### src/rtl/move_step_scheduler.sv
// rtl/move_step_scheduler.sv - step-rate move scheduler for the shared player/enemy move datapath
//
// Purpose: opens a movement window every FRAMES_PER_STEP frame ticks, samples
// the player and enemy one-hot direction requests at window open, arbitrates
// round-robin between them and issues up to two one-cycle move commands per
// window. Also tracks the player knockback cooldown and recovers from a
// datapath that never returns mv_done.
//
// Optional feature: define MOVE_STATS_EN to implement the move_count counter;
// when undefined move_count is tied to zero.
//
// Ports:
//   clk, rst     clock, synchronous active-high reset
//   frame_tick   one-cycle pulse per video frame
//   p_dir/e_dir  one-hot {up,down,left,right} requests; non-one-hot = none
//   mv_dir       one-cycle registered command to the datapath
//   mv_sel       owner of the current command (0 player, 1 enemy)
//   mv_done      datapath completion pulse
//   mv_collide   enemy-collision flag, valid with mv_done
//   hit          one-cycle pulse after a colliding player command
//   cooldown     player knockback cooldown active
//   timeout_err  sticky done-timeout flag
//   move_count   completed command count
module move_step_scheduler #(
    parameter int FRAMES_PER_STEP = 2,
    parameter int COOLDOWN_STEPS  = 8,
    parameter int DONE_TIMEOUT    = 16
) (
    input  logic        clk,
    input  logic        rst,
    input  logic        frame_tick,
    input  logic [3:0]  p_dir,
    input  logic [3:0]  e_dir,
    output logic [3:0]  mv_dir,
    output logic        mv_sel,
    input  logic        mv_done,
    input  logic        mv_collide,
    output logic        hit,
    output logic        cooldown,
    output logic        timeout_err,
    output logic [15:0] move_count
);

    typedef enum logic [2:0] {IDLE, ARB, ISSUE, WAIT, NEXT} state_t;

    state_t      state_q, state_d;
    logic [7:0]  fcnt_q, fcnt_d;
    logic [7:0]  cd_q, cd_d;
    logic [15:0] wcnt_q, wcnt_d;
    logic        rr_last_q, rr_last_d;
    logic        p_ok_q, p_ok_d;
    logic        e_ok_q, e_ok_d;
    logic [3:0]  p_cap_q, p_cap_d;
    logic [3:0]  e_cap_q, e_cap_d;
    logic        pend_q, pend_d;
    logic        pend_sel_q, pend_sel_d;
    logic [3:0]  mv_dir_q, mv_dir_d;
    logic        mv_sel_q, mv_sel_d;
    logic        hit_q, hit_d;
    logic        terr_q, terr_d;
    logic        win;
    logic        grant;
`ifdef MOVE_STATS_EN
    logic [15:0] cnt_q, cnt_d;
`endif

    function automatic logic is_onehot(input logic [3:0] v);
        return (v != 4'd0) && ((v & (v - 4'd1)) == 4'd0);
    endfunction

    always_comb begin
        state_d    = state_q;
        fcnt_d     = fcnt_q;
        cd_d       = cd_q;
        wcnt_d     = wcnt_q;
        rr_last_d  = rr_last_q;
        p_ok_d     = p_ok_q;
        e_ok_d     = e_ok_q;
        p_cap_d    = p_cap_q;
        e_cap_d    = e_cap_q;
        pend_d     = pend_q;
        pend_sel_d = pend_sel_q;
        mv_dir_d   = 4'd0;
        mv_sel_d   = mv_sel_q;
        hit_d      = 1'b0;
        terr_d     = terr_q;
        win        = 1'b0;
        grant      = 1'b0;
`ifdef MOVE_STATS_EN
        cnt_d      = cnt_q;
`endif

        // Frame counter keeps running in every state; windows outside IDLE are dropped.
        if (frame_tick) begin
            if (fcnt_q == 8'(FRAMES_PER_STEP - 1)) begin
                fcnt_d = 8'd0;
                win    = 1'b1;
            end else begin
                fcnt_d = fcnt_q + 8'd1;
            end
        end

        if (win && (cd_q != 8'd0)) begin
            cd_d = cd_q - 8'd1;
        end

        case (state_q)
            IDLE: begin
                // Eligibility is frozen at window open, using the cooldown value
                // before this window's decrement.
                if (win) begin
                    p_ok_d  = is_onehot(p_dir) && (cd_q == 8'd0);
                    e_ok_d  = is_onehot(e_dir);
                    p_cap_d = p_dir;
                    e_cap_d = e_dir;
                    state_d = ARB;
                end
            end
            ARB: begin
                if (!p_ok_q && !e_ok_q) begin
                    pend_d  = 1'b0;
                    state_d = IDLE;
                end else begin
                    grant = (p_ok_q && e_ok_q) ? ~rr_last_q : e_ok_q;
                    if (p_ok_q && e_ok_q) begin
                        rr_last_d = grant;
                    end
                    pend_d     = p_ok_q && e_ok_q;
                    pend_sel_d = ~grant;
                    mv_dir_d   = grant ? e_cap_q : p_cap_q;
                    mv_sel_d   = grant;
                    state_d    = ISSUE;
                end
            end
            ISSUE: begin
                wcnt_d  = 16'd0;
                state_d = WAIT;
            end
            WAIT: begin
                if (mv_done) begin
`ifdef MOVE_STATS_EN
                    cnt_d = cnt_q + 16'd1;
`endif
                    if (!mv_sel_q && mv_collide) begin
                        hit_d = 1'b1;
                        // Overrides any decrement from a window in this cycle.
                        if (COOLDOWN_STEPS != 0) begin
                            cd_d = 8'(COOLDOWN_STEPS);
                        end
                    end
                    state_d = NEXT;
                end else if (wcnt_q == 16'(DONE_TIMEOUT - 2)) begin
                    // wcnt is 0 one cycle after issue, so this edge lands
                    // DONE_TIMEOUT cycles after mv_dir was driven.
                    terr_d  = 1'b1;
                    state_d = NEXT;
                end else begin
                    wcnt_d = wcnt_q + 16'd1;
                end
            end
            NEXT: begin
                if (pend_q) begin
                    pend_d   = 1'b0;
                    mv_dir_d = pend_sel_q ? e_cap_q : p_cap_q;
                    mv_sel_d = pend_sel_q;
                    state_d  = ISSUE;
                end else begin
                    state_d = IDLE;
                end
            end
            default: state_d = IDLE;
        endcase
    end

    always_ff @(posedge clk) begin
        if (rst) begin
            state_q    <= IDLE;
            fcnt_q     <= 8'd0;
            cd_q       <= 8'd0;
            wcnt_q     <= 16'd0;
            rr_last_q  <= 1'b1;
            p_ok_q     <= 1'b0;
            e_ok_q     <= 1'b0;
            p_cap_q    <= 4'd0;
            e_cap_q    <= 4'd0;
            pend_q     <= 1'b0;
            pend_sel_q <= 1'b0;
            mv_dir_q   <= 4'd0;
            mv_sel_q   <= 1'b0;
            hit_q      <= 1'b0;
            terr_q     <= 1'b0;
        end else begin
            state_q    <= state_d;
            fcnt_q     <= fcnt_d;
            cd_q       <= cd_d;
            wcnt_q     <= wcnt_d;
            rr_last_q  <= rr_last_d;
            p_ok_q     <= p_ok_d;
            e_ok_q     <= e_ok_d;
            p_cap_q    <= p_cap_d;
            e_cap_q    <= e_cap_d;
            pend_q     <= pend_d;
            pend_sel_q <= pend_sel_d;
            mv_dir_q   <= mv_dir_d;
            mv_sel_q   <= mv_sel_d;
            hit_q      <= hit_d;
            terr_q     <= terr_d;
        end
    end

`ifdef MOVE_STATS_EN
    always_ff @(posedge clk) begin
        if (rst) begin
            cnt_q <= 16'd0;
        end else begin
            cnt_q <= cnt_d;
        end
    end
    assign move_count = cnt_q;
`else
    assign move_count = 16'd0;
`endif

    assign mv_dir      = mv_dir_q;
    assign mv_sel      = mv_sel_q;
    assign hit         = hit_q;
    assign cooldown    = (cd_q != 8'd0);
    assign timeout_err = terr_q;

endmodule
### config.mk
export PLATFORM = sky130hd
export DESIGN_NAME = move_step_scheduler
export DESIGN_NICKNAME = d
export VERILOG_FILES = /design/src/rtl/move_step_scheduler.sv
export SDC_FILE = /design/constraint.sdc
export NUM_CORES = 1
export LEC_CHECK = 0
export ABC_CLOCK_PERIOD_IN_PS = 2130
export BUFFER_PORTS_ARGS = -buffer_cell sky130_fd_sc_hd__buf_2
export CORE_MARGIN = 2
export CORE_UTILIZATION = 30
export DETAILED_ROUTE_END_ITERATION = 6
export GPL_ROUTABILITY_DRIVEN = 0
export PLACE_DENSITY = 0.43
export SKIP_LAST_GASP = 1
export SYNTH_ARGS = -nofsm -noshare
export SYNTH_HDL_FRONTEND = slang
export SYNTH_SLANG_ARGS = --single-unit
### constraint.sdc
create_clock -name clk -period 2.13 [get_ports clk]
set_clock_uncertainty 0.05 [all_clocks]
set_input_delay 0.3195 -clock clk [delete_from_list [all_inputs] [get_ports clk]]
set_output_delay 0.3195 -clock clk [all_outputs]
set_load 0.02 [all_outputs]
==> impl_metrics.json, run 1 <==
{
  "grt_max_degree": 18,
  "synth_cell_type_count": 52,
  "timing.fmax_mhz": 494,
  "avgViaCountPerCell": 5.06,
  "crit_path_cell_trace": "nor4_1, and3_1, inv_1, buf_2",
  "yosysMostFrequentCell": "dfxtp_1",
  "clock_latency_ps": 310,
  "antenna_cells": 0,
  "via_count": 2332,
  "cts_max_path_buffers": 2,
  "power_density_nw_per_um2": 598,
  "cp-start-kind": "flip-flop",
  "rr_endpoint": "wcnt_q[3]",
  "grt_pass1_wl_um": 10300,
  "ys_ff_latch": 55,
  "coreArea_um2": 9200,
  "grt_usage_pct": 12.4,
  "routed_wl_um": 6040,
  "hold_path_depth": 3,
  "final_hold_viol_count": 0,
  "path_class": "reg2out",
  "hold_buffers": 0,
  "cts_max_level": 2,
  "synth_edf_count": 0,
  "pwr-share-clk_pct": 32.9,
  "vdd_ir_drop_max_v": 0.000302,
  "synthCells": 325,
  "fill_cells": 980,
  "r2r_slack_ps": 180,
  "first_global_vias": 2193,
  "syn_to_final_growth_pct": 9.59,
  "postSynthAreaPerCell_um2": 8.67,
  "yosys_warnings": 0,
  "die_area_um2": 10200,
  "synth-async-reset-ratio_pct": 0,
  "cap_violations": 0,
  "slowest_delay_ps": 450,
  "synth_ff_type": "dfxtp_1",
  "rows": 35,
  "layout.area.seq_um2": 1100,
  "root_buffer": "clkbuf_8",
  "p_leak_nw": 1.25,
  "outcome": "complete, no violations",
  "hp-class": "in2reg",
  "drive_gt1_share_pct": 12.6,
  "syn-cell-area_um2": 2820,
  "cts_made_buffers": 5,
  "drt-wirelength-per-cell_um": 13.1,
  "synth-seq-area-share_pct": 39.1,
  "cts.sinks": 55,
  "design.portCount": 37,
  "switching_power_uw": 472,
  "synth_area_leaders": "dfxtp_1 39%, buf_4 5.3%, mux2i_1 4.6%, a21oi_1 4.3%, nor2_1 4.0%",
  "intPower_mw": 1.38,
  "cts_setup_buffers": 0,
  "hold_start": "e_dir[3]",
  "power_mw": 1.85,
  "cts_resized": 0,
  "cts_tree": "done",
  "worstSetupEndpointType": "output port",
  "drc": 0,
  "min_period_ps": 2020,
  "swShare_pct": 25.5,
  "path_clk_slew_ps": 100,
  "combPwrFrac_pct": 9.5,
  "drtIter0Drc": 109,
  "grt-ovfl-total": 0,
  "rsz0062_at_grt": "no",
  "slowest_stage": "nor4_1",
  "fp.dieW_um": 101,
  "drt_pass1_iterations": 4,
  "start_util_pct": 30.7,
  "fin_nets": 368,
  "critPathRequiredTime_ps": 1760,
  "cp.arrival_ps": 1650,
  "setup_tns_ps": 0,
  "slew_viol_final": 0,
  "antenna_found_initial": 0,
  "io_buffers": 20,
  "reg2reg_depth": 6,
  "path_max_fanout": 7,
  "synthTopCellsByCount": "55 x dfxtp_1, 30 x nor2_1, 24 x a21oi_1",
  "fin_crit_sh_pct": 95.0,
  "final_antenna_net_count": 0,
  "rr_startpoint": "wcnt_q[0]",
  "die_y_um": 101,
  "hpwl_um": 4450,
  "min_to": "e_cap_q[3]",
  "synth_top_area_share_pct": 39.1,
  "finalSetupViolCount": 0,
  "p_seq_share_pct": 57.6,
  "multi_input_area_um2": 1550,
  "synth_top_cell_by_area": "dfxtp_1"
}
## registers in the layout, indices dropped and copies added, names as in the netlist
register	cells
cd_q	8
fcnt_q	8
pend_q	1
e_ok_q	1
pend_sel_q	1
rr_last_q	1
p_cap_q	4
e_cap_q	4
timeout_err	1
p_ok_q	1
mv_sel	1
state_q	3
hit	1
wcnt_q	16
mv_dir	4
## stage by stage
stage | cells | utilization, % | hold WS (ps) | setup WS (ps) | instance area, um2
after detailed placement | 453 | 32.6 | 415 | 197 | 2990
after CTS | 461 | 33.6 | 223 | 89.4 | 3090
final | 461 | 33.6 | 233 | 106 | 3090
after global routing | 461 | 33.6 | 231 | 5.01 | 3090
after floorplan | 340 | - | 393 | 341 | 2880
after global placement | 453 | 32.6 | 404 | 257 | 2990
## kinds of logic after synthesis
kind of cell               synth area share, %
adders and majority gates                 2.66
and+or+nand+nor                           27.9
DFF                                       39.1
other                                    0.133
buffers and inverters                     8.12
AOI/OAI and AO/OA                         14.1
xor gates and xnor gates                  3.42
muxes                                     4.62
## worst max-delay path, delay by kind of cell (launching register included)
| kind | cells | cell delay [ps] |
|---|---|---|
| AND/OR/NAND/NOR | 2 | 700 |
| flip-flops | 1 | 360 |
| buffers and inverters | 2 | 310 |
## metal layers
layer,vias to the layer above,global-route usage (%),part of all wire (%)
met5,-,0,0
met4,0,3.12,0.65
met3,2,2.36,2.7
met2,26,20.4,48
met1,1096,16.8,49
li1,1208,-,-
## area by class of cell
type,count,share of cell area (%)
clock buffers,7,2.79
clock inverters,1,0.284
inverters,11,1.34
multi-input cells,247,50.0
flip-flops and latches,55,35.6
well taps,111,4.50
repair buffers,29,5.43
## how the worst max path moves through the flow
stage,from,endpoint,slack (ps),depth (start not counted)
floorplan,wcnt_q[0],wcnt_q[2],340,7
global placement,wcnt_q[0],wcnt_q[6],260,6
detailed placement,wcnt_q[0],wcnt_q[4],200,6
CTS,cd_q[2],cooldown,90,4
global route,cd_q[2],cooldown,5,4
finish,cd_q[2],cooldown,110,4
## cells in the final DEF, fill, tap and decap left out, types with 9 or more instances in the layout
| master | instances |
|---|---|
| nand3_1 | 11 |
| dfxtp_1 | 55 |
| a21oi_1 | 24 |
| nand2_1 | 23 |
| or4_1 | 9 |
| nand4_1 | 9 |
| conb_1 | 16 |
| inv_1 | 10 |
| buf_2 | 20 |
| nor2_1 | 30 |
| or3_1 | 10 |
| o21ai_0 | 13 |
| mux2i_1 | 13 |
| buf_4 | 9 |
## power by group through the flow
stage / registers (mW) / logic, mW / clock network (mW)
2_1_floorplan: 1.08 / 0.152 / 0
3_3_place_gp: 1.09 / 0.179 / 0
3_5_place_dp: 1.09 / 0.178 / 0
4_1_cts: 1.06 / 0.179 / 0.639
5_1_grt: 1.07 / 0.199 / 0.690
6_report: 1.06 / 0.176 / 0.608
No activity file was read; power rests on OpenSTA's default activity.
==> run 2, diff against run 1 <==
ABC_CLOCK_PERIOD_IN_PS = 1900   (was 2130)
HOLD_SLACK_MARGIN = 0.1   (was not set)
clock period = 1.9 ns   (was 2.13 ns; I/O delays follow)
==> run 2 against run 1 <==
Compared with the run above:
- routed wire length grew 2.5%
- worst hold slack got worse by 33 ps
- sequential power increased by 12%
- utilization up 1.5 points
- critical path type unchanged
- critical endpoint unchanged
==> impl_metrics.json, run 2 (same netlist as run 1, synthesis figures left out) <==
{
  "final_cell_mix": "53 x dfxtp_1, 30 x nor2_1, 24 x a21oi_1",
  "syn_to_final_growth_pct": 14.6,
  "cap_violations": 0,
  "path_class": "reg2out",
  "via_count": 2342,
  "grt_max_degree": 17,
  "cp-start-kind": "flip-flop",
  "clock_latency_ps": 300,
  "place_area_um2": 3080,
  "drt-wirelength-per-cell_um": 13.0,
  "fill_cells": 987,
  "setup_tns_ps": 0,
  "vdd_ir_drop_max_v": 0.000311,
  "cts_max_level": 2,
  "r2r_slack_ps": 120,
  "rr_endpoint": "cd_q[2]",
  "cts_tree": "done",
  "crit_path_end": "cooldown",
  "final_hold_viol_count": 0,
  "final_antenna_net_count": 0,
  "cts_max_path_buffers": 2,
  "slew_viol_final": 0,
  "power_mw": 2.12,
  "first_global_vias": 2245,
  "crit_path_cell_trace": "inv_1, ha_1, and3_4, inv_1, buf_2",
  "hpwl_um": 4600,
  "grt_pass1_wl_um": 10600,
  "rr_startpoint": "cd_q[0]",
  "finalSetupViolCount": 0,
  "die_y_um": 101,
  "min_period_ps": 1840,
  "power_density_nw_per_um2": 657,
  "drt_pass1_iterations": 4,
  "reg.largest.list": "wcnt_q: 16 flops, cd_q: 8 flops, fcnt_q: 8 flops",
  "path_max_fanout": 7,
  "fin_nets": 382,
  "reg2reg_depth": 7,
  "p_leak_nw": 1.34,
  "routed_wl_um": 6190,
  "mostFrequentLayoutCell": "dfxtp_1",
  "fin_crit_sh_pct": 96.6,
  "avgViaCountPerCell": 4.93,
  "top_register": "wcnt_q",
  "io_buffers": 20,
  "rsz0062_at_grt": "yes",
  "cts_made_buffers": 5,
  "largest_register_ff_count": 16,
  "antenna_found_initial": 0,
  "cts.sinks": 55,
  "design_area_um2": 3230,
  "root_buffer": "clkbuf_8",
  "grt-ovfl-total": 0,
  "timing.fmax_mhz": 545,
  "start_util_pct": 30.7,
  "worstSetupEndpointType": "output port",
  "drtIter0Drc": 77,
  "slowest_delay_ps": 350,
  "antenna_cells": 0,
  "rows": 35,
  "path_clk_slew_ps": 100,
  "critPathRequiredTime_ps": 1560,
  "hp-class": "in2reg",
  "cp_common_cell": "inv_1",
  "drive_gt1_share_pct": 17.6,
  "grt_usage_pct": 12.8,
  "drc": 0,
  "outcome": "complete, no violations",
  "die_area_um2": 10200,
  "cp.arrival_ps": 1500,
  "design.portCount": 37,
  "whs_ps": 200,
  "coreArea_um2": 9200,
  "hold_buffers": 0,
  "crit_start": "cd_q[0]",
  "fp.dieW_um": 101,
  "slowest_stage": "dfxtp_1"
}
[run 2: cell types whose count changed in the layout (fill, tap and decap cells not counted), sizes merged]
cell / before / now
buf: 29 / 43
clkbuf: 7 / 8
clkinv: 2 / 1
[run 2: metal layers]
metal	up-vias	routed length [um]	global-route usage, %
met2	24	2950	21.5
met3	5	148	2.50
li1	1224	-	-
met4	0	55	2.81
met1	1089	3040	16.9
met5	-	0	0
[run 2: per-stage QoR]
step                utilization, %  setup WS [ps]  std cells
floorplan                        -            111        340
global placement              33.5            118        465
detailed placement            33.5           72.5        465
CTS                           34.9           3.68        475
global route                  35.1          -40.3        475
finish                        35.1           64.1        475
[run 2: repair_timing]
item,in CTS,in global routing
pin swaps,2,1
setup endpoints to repair,1,10
setup buffers,2,0
hold endpoints to repair,0,0
gates resized for setup,1,7
[run 2: power breakdown]
group	internal, mW	leakage [nW]	switching (mW)	total [mW]
registers	1.17	0.445	0.0160	1.19
clock network	0.334	0.0515	0.373	0.707
logic	0.0908	0.841	0.138	0.229
[run 2: layout make-up]
| cell class | count | area [um2] | area share [%] |
|---|---|---|---|
| multi-input combinational | 247 | 1570 | 48.7 |
| sequential | 55 | 1100 | 34.2 |
| timing repair buffer | 43 | 273 | 8.44 |
| tap | 111 | 139 | 4.30 |
| clock buffer | 8 | 100 | 3.10 |
| inverter | 11 | 41.3 | 1.28 |
[run 2: worst min-delay path by stage]
stage | from | to | slack, ps | depth (start not counted)
4_1_cts | e_dir[3] | e_cap_q[3] | 190 | 3
5_1_grt | e_dir[2] | e_cap_q[2] | 230 | 3
6_report | e_dir[3] | e_cap_q[3] | 200 | 3
2_1_floorplan | e_dir[0] | e_cap_q[0] | 380 | 2
3_5_place_dp | cd_q[5] | cd_q[5] | 410 | 2
3_3_place_gp | cd_q[7] | cd_q[7] | 410 | 2
[run 2: critical path, delay by kind of cell (launching register included)]
family	cells	cell delay, ps
buffers and inverters	3	480
flip-flops	1	350
adder cells (fa/ha/maj)	1	200
AND/OR/NAND/NOR	1	170
